$ cat src/rtl/image_buffer_if.sv
// Bus bundle for image_buffer: write port, random-read request, scan control
// and the registered pixel output stage.
interface image_buffer_if #(
   parameter int pixel_width = 8,
   parameter int coord_width = 4
) ();

   // Handshakes: a read is taken on an edge with rd_req && rd_ready; an output
   // pixel is consumed on an edge with pixel_out_valid && pixel_out_ready, and
   // the pixel plus its flags stay stable while valid is high and ready is low.
   logic                   wr_en;
   logic [coord_width-1:0] wr_x;
   logic [coord_width-1:0] wr_y;
   logic [pixel_width-1:0] wr_data;

   logic                   rd_req;
   logic [coord_width-1:0] rd_x;
   logic [coord_width-1:0] rd_y;
   logic                   rd_ready;

   logic                   scan_start;
   logic                   scan_busy;
   logic                   scan_done;

   logic [pixel_width-1:0] pixel_out;
   logic                   pixel_out_valid;
   logic                   pixel_out_ready;
   logic                   pixel_out_oob;
   logic                   pixel_out_last;

   modport master (
      output wr_en, wr_x, wr_y, wr_data,
      output rd_req, rd_x, rd_y,
      input  rd_ready,
      output scan_start,
      input  scan_busy, scan_done,
      input  pixel_out, pixel_out_valid, pixel_out_oob, pixel_out_last,
      output pixel_out_ready
   );

   modport slave (
      input  wr_en, wr_x, wr_y, wr_data,
      input  rd_req, rd_x, rd_y,
      output rd_ready,
      input  scan_start,
      output scan_busy, scan_done,
      output pixel_out, pixel_out_valid, pixel_out_oob, pixel_out_last,
      input  pixel_out_ready
   );

endinterface

$ cat src/rtl/image_buffer.sv
// Writable img_width x img_height pixel store with random reads and raster-scan streaming.
// Define IMAGE_BUFFER_INIT_EN to preload entry i with (i*17) truncated to pixel_width.
module image_buffer #(
   parameter int img_width   = 4,
   parameter int img_height  = 4,
   parameter int pixel_width = 8,
   parameter int coord_width = 4
) (
   input  logic       clk,
   input  logic       reset,
   image_buffer_if.slave bus,
   output logic [1:0] dbg_state
);

   localparam int DEPTH = img_width * img_height;
   localparam int CNT_W = (DEPTH > 1) ? $clog2(DEPTH) : 1;
   localparam int MEM_W = DEPTH * pixel_width;

   localparam logic [1:0] ST_IDLE  = 2'd0;
   localparam logic [1:0] ST_SCAN  = 2'd1;
   localparam logic [1:0] ST_DRAIN = 2'd2;

`ifdef IMAGE_BUFFER_INIT_EN
   function automatic logic [MEM_W-1:0] init_image();
      logic [MEM_W-1:0] img;
      img = '0;
      for (int i = 0; i < DEPTH; i++) begin
         img[i*pixel_width +: pixel_width] = pixel_width'(i * 17);
      end
      return img;
   endfunction

   logic [MEM_W-1:0] mem_q = init_image();
`else
   logic [MEM_W-1:0] mem_q;
`endif
   logic [MEM_W-1:0] mem_d;

   logic [1:0]             state_q, state_d;
   logic [CNT_W-1:0]       cnt_q, cnt_d;
   logic                   busy_q, busy_d;
   logic                   done_q, done_d;
   logic                   valid_q, valid_d;
   logic [pixel_width-1:0] data_q, data_d;
   logic                   oob_q, oob_d;
   logic                   last_q, last_d;

   logic                   free;
   logic                   rd_ready;
   logic                   wr_in, rd_in;
   logic [31:0]            wr_addr, rd_addr;
   logic [pixel_width-1:0] rd_word, scan_word;
   logic [CNT_W-1:0]       scan_idx;
   logic                   scan_load, scan_last, rd_load;

   always_comb begin
      free     = !valid_q || bus.pixel_out_ready;
      rd_ready = free && (state_q == ST_IDLE);

      wr_in   = (32'(bus.wr_x) < 32'(img_width)) && (32'(bus.wr_y) < 32'(img_height));
      rd_in   = (32'(bus.rd_x) < 32'(img_width)) && (32'(bus.rd_y) < 32'(img_height));
      wr_addr = 32'(bus.wr_y) * 32'(img_width) + 32'(bus.wr_x);
      rd_addr = 32'(bus.rd_y) * 32'(img_width) + 32'(bus.rd_x);

      // The first scan pixel loads on the scan_start edge itself, so the stream
      // starts the cycle after the pulse just like a random read.
      scan_idx  = (state_q == ST_SCAN) ? cnt_q : '0;
      scan_last = (scan_idx == CNT_W'(DEPTH - 1));
      scan_load = free && ((state_q == ST_SCAN) ||
                           ((state_q == ST_IDLE) && bus.scan_start));
      rd_load   = rd_ready && bus.rd_req && !bus.scan_start;
   end

   // Reads see mem_q while writes land in mem_d, giving read-first collisions.
   always_comb begin
      rd_word   = '0;
      scan_word = '0;
      mem_d     = mem_q;
      for (int i = 0; i < DEPTH; i++) begin
         if (rd_addr == 32'(i)) begin
            rd_word = mem_q[i*pixel_width +: pixel_width];
         end
         if (scan_idx == CNT_W'(i)) begin
            scan_word = mem_q[i*pixel_width +: pixel_width];
         end
         if (bus.wr_en && wr_in && (wr_addr == 32'(i))) begin
            mem_d[i*pixel_width +: pixel_width] = bus.wr_data;
         end
      end
   end

   always_comb begin
      state_d = state_q;
      cnt_d   = cnt_q;
      busy_d  = busy_q;
      done_d  = 1'b0;
      valid_d = valid_q;
      data_d  = data_q;
      oob_d   = oob_q;
      last_d  = last_q;

      if (valid_q && bus.pixel_out_ready) begin
         valid_d = 1'b0;
      end

      case (state_q)
         ST_IDLE: begin
            if (bus.scan_start) begin
               state_d = ST_SCAN;
               cnt_d   = '0;
               busy_d  = 1'b1;
            end else if (rd_load) begin
               valid_d = 1'b1;
               data_d  = rd_in ? rd_word : '0;
               oob_d   = !rd_in;
               last_d  = 1'b0;
            end
         end
         ST_SCAN: begin
         end
         ST_DRAIN: begin
            if (valid_q && bus.pixel_out_ready) begin
               state_d = ST_IDLE;
               busy_d  = 1'b0;
               done_d  = 1'b1;
            end
         end
         default: begin
            state_d = ST_IDLE;
            busy_d  = 1'b0;
         end
      endcase

      if (scan_load) begin
         valid_d = 1'b1;
         data_d  = scan_word;
         oob_d   = 1'b0;
         last_d  = scan_last;
         if (scan_last) begin
            state_d = ST_DRAIN;
         end else begin
            state_d = ST_SCAN;
            cnt_d   = scan_idx + CNT_W'(1);
         end
      end
   end

   always_ff @(posedge clk) begin
      mem_q <= mem_d;
   end

   always_ff @(posedge clk) begin
      if (!reset) begin
         state_q <= ST_IDLE;
         cnt_q   <= '0;
         busy_q  <= 1'b0;
         done_q  <= 1'b0;
         valid_q <= 1'b0;
         data_q  <= '0;
         oob_q   <= 1'b0;
         last_q  <= 1'b0;
      end else begin
         state_q <= state_d;
         cnt_q   <= cnt_d;
         busy_q  <= busy_d;
         done_q  <= done_d;
         valid_q <= valid_d;
         data_q  <= data_d;
         oob_q   <= oob_d;
         last_q  <= last_d;
      end
   end

   assign bus.rd_ready        = rd_ready;
   assign bus.scan_busy       = busy_q;
   assign bus.scan_done       = done_q;
   assign bus.pixel_out       = data_q;
   assign bus.pixel_out_valid = valid_q;
   assign bus.pixel_out_oob   = oob_q;
   assign bus.pixel_out_last  = last_q;
   assign dbg_state           = state_q;

endmodule

$ cat src/flat_wrapper.sv
// flat-port wrapper written by rule: the top's interface ports become plain ports
module image_buffer_flat 
#(
   parameter int img_width   = 4,
   parameter int img_height  = 4,
   parameter int pixel_width = 8,
   parameter int coord_width = 4
)
  (clk, reset, dbg_state, bus_wr_en, bus_wr_x, bus_wr_y, bus_wr_data, bus_rd_req, bus_rd_x, bus_rd_y, bus_rd_ready, bus_scan_start, bus_scan_busy, bus_scan_done, bus_pixel_out, bus_pixel_out_valid, bus_pixel_out_oob, bus_pixel_out_last, bus_pixel_out_ready);
  image_buffer_if #(.pixel_width(pixel_width), .coord_width(coord_width)) bus_i ();
  input  logic clk;
  input  logic reset;
  output logic [1:0] dbg_state;
  input wire logic [$bits(bus_i.wr_en)-1:0] bus_wr_en;
  input wire logic [$bits(bus_i.wr_x)-1:0] bus_wr_x;
  input wire logic [$bits(bus_i.wr_y)-1:0] bus_wr_y;
  input wire logic [$bits(bus_i.wr_data)-1:0] bus_wr_data;
  input wire logic [$bits(bus_i.rd_req)-1:0] bus_rd_req;
  input wire logic [$bits(bus_i.rd_x)-1:0] bus_rd_x;
  input wire logic [$bits(bus_i.rd_y)-1:0] bus_rd_y;
  output wire logic [$bits(bus_i.rd_ready)-1:0] bus_rd_ready;
  input wire logic [$bits(bus_i.scan_start)-1:0] bus_scan_start;
  output wire logic [$bits(bus_i.scan_busy)-1:0] bus_scan_busy;
  output wire logic [$bits(bus_i.scan_done)-1:0] bus_scan_done;
  output wire logic [$bits(bus_i.pixel_out)-1:0] bus_pixel_out;
  output wire logic [$bits(bus_i.pixel_out_valid)-1:0] bus_pixel_out_valid;
  output wire logic [$bits(bus_i.pixel_out_oob)-1:0] bus_pixel_out_oob;
  output wire logic [$bits(bus_i.pixel_out_last)-1:0] bus_pixel_out_last;
  input wire logic [$bits(bus_i.pixel_out_ready)-1:0] bus_pixel_out_ready;
  assign bus_i.wr_en = bus_wr_en;
  assign bus_i.wr_x = bus_wr_x;
  assign bus_i.wr_y = bus_wr_y;
  assign bus_i.wr_data = bus_wr_data;
  assign bus_i.rd_req = bus_rd_req;
  assign bus_i.rd_x = bus_rd_x;
  assign bus_i.rd_y = bus_rd_y;
  assign bus_rd_ready = bus_i.rd_ready;
  assign bus_i.scan_start = bus_scan_start;
  assign bus_scan_busy = bus_i.scan_busy;
  assign bus_scan_done = bus_i.scan_done;
  assign bus_pixel_out = bus_i.pixel_out;
  assign bus_pixel_out_valid = bus_i.pixel_out_valid;
  assign bus_pixel_out_oob = bus_i.pixel_out_oob;
  assign bus_pixel_out_last = bus_i.pixel_out_last;
  assign bus_i.pixel_out_ready = bus_pixel_out_ready;
  image_buffer #(.img_width(img_width), .img_height(img_height), .pixel_width(pixel_width), .coord_width(coord_width)) u_core (.clk(clk), .reset(reset), .bus(bus_i), .dbg_state(dbg_state));
endmodule
$ cat config.mk
export PLATFORM = sky130hd
export DESIGN_NAME = image_buffer_flat
export DESIGN_NICKNAME = d
export VERILOG_FILES = /design/src/rtl/image_buffer_if.sv /design/src/rtl/image_buffer.sv /design/src/flat_wrapper.sv
export SDC_FILE = /design/constraint.sdc
export NUM_CORES = 1
export LEC_CHECK = 0
export BUFFER_PORTS_ARGS = -buffer_cell sky130_fd_sc_hd__buf_4
export CORE_ASPECT_RATIO = 0.7
export CORE_UTILIZATION = 61
export DETAILED_ROUTE_END_ITERATION = 12
export PLACE_DENSITY = 0.8
export SLEW_MARGIN = 20
export SYNTH_ARGS = -nofsm -noshare
export SYNTH_HDL_FRONTEND = slang
export SYNTH_SLANG_ARGS = --single-unit
$ cat constraint.sdc
create_clock -name clk -period 3.5 [get_ports clk]
set_input_delay 0 -clock clk [delete_from_list [all_inputs] [get_ports clk]]
set_output_delay 0 -clock clk [all_outputs]
set_load 0.005 [all_outputs]
==> impl_metrics.tcl, run 1 <==
set metrics [dict create \
    dp_cells 902 \
    startpoint_type "flip-flop" \
    hold_start "bus_scan_start" \
    synth_edf_count 128 \
    worstPathArrival_ps 3420 \
    synth_fp_nets 757 \
    critPathRequiredTime_ps 3810 \
    vias 7283 \
    max-cap-violations 0 \
    slew-limit-headroom_pct 33.6 \
    viasPerCell 7.69 \
    drive_above_1_share_pct 17.6 \
    worstMarginPinSlew_ps 996 \
    finalHoldViolCount 0 \
    dr_wl_met3_um 5190 \
    synth.area.top_cells "edfxtp_1 49%, dfxtp_1 4.8%, o21ai_0 3.4%" \
    fp.coreArea_mm2 0.0125 \
    final_nets 812 \
    yosysSeqAreaShare_pct 53.4 \
    grt-ovfl-total 0 \
    cp_max_fo 32 \
    cts_made_buffers 17 \
    yosysTopAreaCell "edfxtp_1" \
    synth_top_area_share_pct 48.6 \
    async_flop_share_pct 0 \
    grt_max_degree 40 \
    gr-usage-all-layers_pct 42.9 \
    highest_layer "met4" \
    fillers 867 \
    routedWlPerCell_um 30.0 \
    synth_warnings 0 \
    antenna_found_initial 0 \
    wirelength_um 28400 \
    outcome "finished clean" \
    final_max_slew_viol_count 0 \
    intPower_mw 3.09 \
    numPortBuffers 45 \
    grt_pass1_vias 6812 \
    hold_path_end "u_core.dbg_state[0]$_SDFFE_PN0P_" \
    dpl.hpwl_um 19600 \
    met1Wirelength_um 10700 \
    io_pins 46 \
    rrSetupSlack_ps 390 \
    final_cells 947 \
    synthCells 718 \
    die_width_um 138 \
    synth_seq_cells 147 \
    path_clk_slew_ps 60 \
    initial_core_util_pct 63.2 \
    fin_crit_sh_pct 88.9 \
    dieArea_mm2 0.0134 \
    p_sw_share_pct 27.0 \
    timing.rr.end "u_core.bus.pixel_out[0]$_SDFFE_PN0P_" \
    r2r_start "u_core.dbg_state[1]$_SDFFE_PN0P_" \
    whs_path_depth 3 \
    antenna_cells 0 \
    synth.distinct_cells 88 \
    cts_tree "built" \
    clockBufferDepth 2 \
    yosysMostFrequentCell "edfxtp_1" \
    hp-class "in -> reg" \
    dr.pass1.iters 8 \
    rows 34 \
    wl_met2_um 11200 \
    grt_pass1_wl_um 41800 \
    p_total_mw 4.23 \
    rsz0062_at_grt "false" \
    syn_area_mm2 0.00790 \
    fmax_mhz 322 \
    seqPwrFrac_pct 45.7 \
    reg2regPathDepth 12 \
    syn_area_per_cell_um2 11.0 \
    finalWeightedCongestion 1.15 \
    power_density_mw_per_mm2 466 \
    fp.dieH_um 97.2 \
    combPwrFrac_pct 11.9 \
    drc 0 \
    antenna_left 0 \
    ys_top_cells_by_count "128 x edfxtp_1, 64 x nand2_1, 53 x o21ai_0, 46 x nor2_1, 34 x a21oi_1" \
    cts_sinks 147 \
    crit_type "reg -> reg" \
    clk_latency_ps 430 \
    drt-initial-drc-count 1443 \
    period_needed_ps 3110 \
    clock-root-buffer "clkbuf_16" \
    cellLeakagePower_nw 3.13 \
    peakVddDrop_mv 0.580 \
    worstSetupEndpointType "flip-flop" \
    area_growth_pct 15.0 \
    ys.flop_type "edfxtp_1" \
    skew_ps 7.56 \
    setup_violations 0 \
    clockPowerShare_pct 42.4 \
    final.setup.tns_ps 0 \
    p_sw_mw 1.14 \
    h-tree-depth 4 \
]
[power groups by stage]
stage	registers [mW]	clock network (mW)	logic (mW)
final	1.93	1.79	0.505
after global routing	1.93	1.85	0.519
after CTS	1.93	1.78	0.476
after detailed placement	1.97	0	0.462
after global placement	1.97	0	0.455
after floorplan	1.97	0	0.275
[flip-flops by register name (all words and copies together) (netlist names)]
signal and cells:
u_core.bus.pixel_out_last 1, u_core.bus.scan_done 1, u_core.bus.pixel_out 8, u_core.bus.scan_busy 1
u_core.dbg_state 2, u_core.mem_q 128, u_core.bus.pixel_out_oob 1, u_core.cnt_q 4
u_core.bus.pixel_out_valid 1
[area by class of cell]
| class | instances | area [µm²] | area share, % |
|---|---|---|---|
| Clock buffer | 17 | 425 | 4.68 |
| Clock inverter | 14 | 141 | 1.56 |
| Sequential cell | 147 | 4220 | 46.5 |
| Tap cell | 162 | 203 | 2.23 |
| Multi-Input combinational cell | 504 | 3340 | 36.8 |
| Timing Repair Buffer | 88 | 696 | 7.65 |
| Inverter | 15 | 56.3 | 0.619 |
[worst max-delay path by stage]
stage / cells past startpoint / slack, ps / startpoint / endpoint
2_1_floorplan: 13 / 900 / u_core.dbg_state[0]$_SDFFE_PN0P_ / u_core.bus.pixel_out[7]$_SDFFE_PN0P_
3_3_place_gp: 11 / 240 / bus_rd_x[2] / u_core.bus.pixel_out[2]$_SDFFE_PN0P_
3_5_place_dp: 11 / 210 / bus_rd_x[2] / u_core.bus.pixel_out[2]$_SDFFE_PN0P_
4_1_cts: 10 / 520 / u_core.dbg_state[1]$_SDFFE_PN0P_ / u_core.bus.pixel_out[0]$_SDFFE_PN0P_
5_1_grt: 10 / 240 / u_core.dbg_state[1]$_SDFFE_PN0P_ / u_core.bus.pixel_out[3]$_SDFFE_PN0P_
6_report: 12 / 390 / u_core.dbg_state[1]$_SDFFE_PN0P_ / u_core.bus.pixel_out[0]$_SDFFE_PN0P_
[through the flow]
| stage | utilization [%] | area, µm² | hold slack [ps] | worst slack [ps] |
|---|---|---|---|---|
| after floorplan | - | 7900 | 98.9 | 901 |
| after global routing | 72.7 | 9090 | 122 | 243 |
| after CTS | 72.7 | 9090 | 67.9 | 520 |
| final | 72.7 | 9090 | 86.6 | 390 |
| after global placement | 67.0 | 8380 | 283 | 241 |
| after detailed placement | 67.0 | 8380 | 302 | 208 |
[cells in the final DEF, fill, tap and decap left out, types with 6 or more instances in the layout]
master	synthesis	layout
edfxtp_1	128	128
buf_4	5	74
nand2_1	64	64
o21ai_0	53	53
nor2_1	46	46
a21oi_1	34	34
nor3_1	23	23
nand3_1	21	21
dfxtp_1	19	19
o22ai_1	17	17
clkbuf_16	0	17
dlygate4sd3_1	0	14
inv_1	12	12
mux2i_1	12	12
o211ai_1	12	12
nand2b_1	11	11
and2_1	10	10
a22oi_1	10	10
a31oi_1	10	10
nor2b_1	9	9
a221o_1	9	9
a221oi_1	9	9
o221ai_1	8	8
a211oi_1	7	7
ha_1	7	7
inv_6	0	7
nand4_1	6	6
o2111ai_1	6	6
mux2_2	6	6
[worst max-delay path: stages, from the launching register on]
cell,delay [ps]
dfxtp_1,310
and2b_1,400
nand2_1,190
inv_1,120
ha_1,170
buf_4,410
nand3b_1,180
a2bb2oi_1,70
a222oi_1,270
o21ai_0,210
a222oi_1,410
o211a_1,190
a21oi_1,50
[cell families (layout without fill, tap and decap cells)]
group	count (synthesis)	in the layout	synth area share (%)
muxes	22	22	3.51
AOI/OAI and AO/OA	240	240	21.5
DFF	147	147	53.4
and+or+nand+nor	232	232	15.5
buffers and inverters	67	134	4.34
adders and majority gates	9	9	1.61
xor gates and xnor gates	1	1	0.111
[routing by layer]
layer  vias up  global-route usage, %
met2       753                   58.0
met4         0                   18.6
met3       142                   17.2
met1      3444                   60.6
met5         -                      0
li1       2944                      -
[what timing repair did]
item / CTS / global route
hold buffers: 14 / 0
hold endpoints to repair: 146 / 0
buffers inserted: 0 / 0
resized for setup: 0 / 0
No activity file was read; power rests on OpenSTA's default activity.
==> run 2, diff against run 1 <==
Settings changed: GPL_TIMING_DRIVEN set to 0.
==> run 2 against run 1 <==
The flow now finishes with violations (setup timing). Clock skew increased by 4.0 ps. Wire length increased by 7.6%. Final cell count increased by 2.0%.
==> impl_metrics.tcl, run 2 (same netlist as run 1, synthesis figures left out) <==
set metrics [dict create \
    wirelength_um 30500 \
    cts_sinks 147 \
    routedWlPerCell_um 31.6 \
    final_cells 966 \
    failed_checks "setup timing" \
    die_width_um 138 \
    vias 7468 \
    max-cap-violations 0 \
    combPwrFrac_pct 12.3 \
    worstSetupEndpointType "flip-flop" \
    setup_violations 2 \
    peakVddDrop_mv 0.400 \
    clockPowerShare_pct 42.6 \
    final_nets 831 \
    drive_above_1_share_pct 18.8 \
    drc 0 \
    dieArea_mm2 0.0134 \
    cp_max_fo 10 \
    startpoint_type "flip-flop" \
    dp_cells 922 \
    fp.dieH_um 97.2 \
    final_common_cell "edfxtp_1" \
    finalHoldViolCount 0 \
    period_needed_ps 3540 \
    grt_max_degree 17 \
    hp-class "in -> reg" \
    hold_path_end "u_core.bus.pixel_out_oob$_SDFFE_PP0P_" \
    grt-ovfl-total 0 \
    clockBufferDepth 2 \
    worstPathArrival_ps 3900 \
    grt_pass1_wl_um 44300 \
    final_cell_mix "128 x edfxtp_1, 64 x nand2_1, 53 x o21ai_0" \
    gr-usage-all-layers_pct 45.8 \
    startpoint "u_core.dbg_state[0]$_SDFFE_PN0P_" \
    crit_type "reg -> reg" \
    initial_core_util_pct 63.2 \
    hold_start "bus_rd_x[2]" \
    clk_latency_ps 430 \
    largest_reg_flops 128 \
    outcome "complete, but fails checks" \
    p_sw_mw 1.18 \
    antenna_left 0 \
    hold_slack_ps 164 \
    final_max_slew_viol_count 0 \
    critPathRequiredTime_ps 3860 \
    cts_made_buffers 17 \
    power_density_mw_per_mm2 466 \
    h-tree-depth 4 \
    dpl.hpwl_um 21400 \
    viasPerCell 7.73 \
    io_pins 46 \
    path_clk_slew_ps 70 \
    r2r_start "u_core.dbg_state[0]$_SDFFE_PN0P_" \
    timing.final.ws_setup_ps -35.1 \
    grt_pass1_vias 7056 \
    drt-initial-drc-count 1515 \
    fin_crit_sh_pct 101 \
    seqPwrFrac_pct 45.1 \
    whs_path_depth 5 \
    intPower_mw 3.09 \
    top_register "u_core.mem_q" \
    reg2regPathDepth 14 \
    rrSetupSlack_ps -40 \
    dpl_worst_slack_ps -197 \
    p_total_mw 4.28 \
    area_growth_pct 16.1 \
    p_sw_share_pct 27.7 \
    cellLeakagePower_nw 3.16 \
    cts_tree "built" \
    antenna_found_initial 1 \
    fmax_mhz 283 \
    dr.pass1.iters 6 \
    rows 34 \
    numPortBuffers 42 \
    worstMarginPinSlew_ps 1050 \
    skew_ps 11.5 \
    antenna_cells 0 \
    clock-root-buffer "clkbuf_16" \
    fp.coreArea_mm2 0.0125 \
    finalWeightedCongestion 1.08 \
    timing.rr.end "u_core.bus.pixel_out[2]$_SDFFE_PN0P_" \
    slew-limit-headroom_pct 29.7 \
]
-- run 2: worst max-delay path by stage --
stage | to | cells after the start
2_1_floorplan | u_core.bus.pixel_out[7]$_SDFFE_PN0P_ | 13
3_3_place_gp | u_core.bus.pixel_out[1]$_SDFFE_PN0P_ | 12
3_5_place_dp | u_core.bus.pixel_out[1]$_SDFFE_PN0P_ | 12
4_1_cts | u_core.bus.pixel_out[7]$_SDFFE_PN0P_ | 13
5_1_grt | u_core.bus.pixel_out[1]$_SDFFE_PN0P_ | 13
6_report | u_core.bus.pixel_out[2]$_SDFFE_PN0P_ | 14
-- run 2: timing repair --
| item | 4_1_cts | 5_1_grt |
|---|---|---|
| gates resized for setup | 6 | 10 |
| endpoints found under the hold margin | 137 | 0 |
| hold buffers | 13 | 0 |
| setup endpoints to repair | 5 | 8 |
| buffers inserted | 0 | 0 |
-- run 2: metrics by stage --
step                      cell area, µm²  TNS (ps)  util [%]
after global placement              8420      -191      67.3
final                               9170     -36.5      73.3
after detailed placement            8440      -616      67.5
after global routing                9170     -3.13      73.3
after floorplan                     7900         0         -
after CTS                           9150         0      73.1
-- run 2: cell type report --
cell class | instances | area, µm²
multi-input cells | 504 | 3380
repair buffers | 55 | 445
flip-flops and latches | 147 | 4220
clock inverters | 14 | 141
well taps | 162 | 203
fillers | 814 | 3330
inverters | 15 | 56.3
clock buffers | 17 | 425
plain buffers | 52 | 302
-- run 2: critical path, cell delays in order, from the launching register on --
cell and delay, ps:
dfxtp_1 390, buf_2 230, and2b_2 270, nand2_1 160, inv_1 110, ha_1 310
buf_4 270, buf_2 310, buf_4 300, a22oi_1 130, o21ai_0 190, a222oi_1 140
o21ai_0 320, nand3_1 160, a31oi_1 150
-- run 2: layer usage --
metal	vias to the layer above	GRT usage (%)	wire length, µm
met5	-	0	28
met4	2	16.5	1300
met3	158	19.8	5380
met2	779	66.2	12600
met1	3549	61.4	11200
li1	2980	-	-
-- run 2: power groups by stage --
| stage | Sequential [mW] | Clock (mW) | Combinational, mW |
|---|---|---|---|
| 2_1_floorplan | 1.97 | 0 | 0.275 |
| 3_3_place_gp | 1.97 | 0 | 0.467 |
| 5_1_grt | 1.93 | 1.87 | 0.538 |
| 4_1_cts | 1.93 | 1.79 | 0.492 |
| 3_5_place_dp | 1.97 | 0 | 0.477 |
| 6_report | 1.93 | 1.82 | 0.526 |
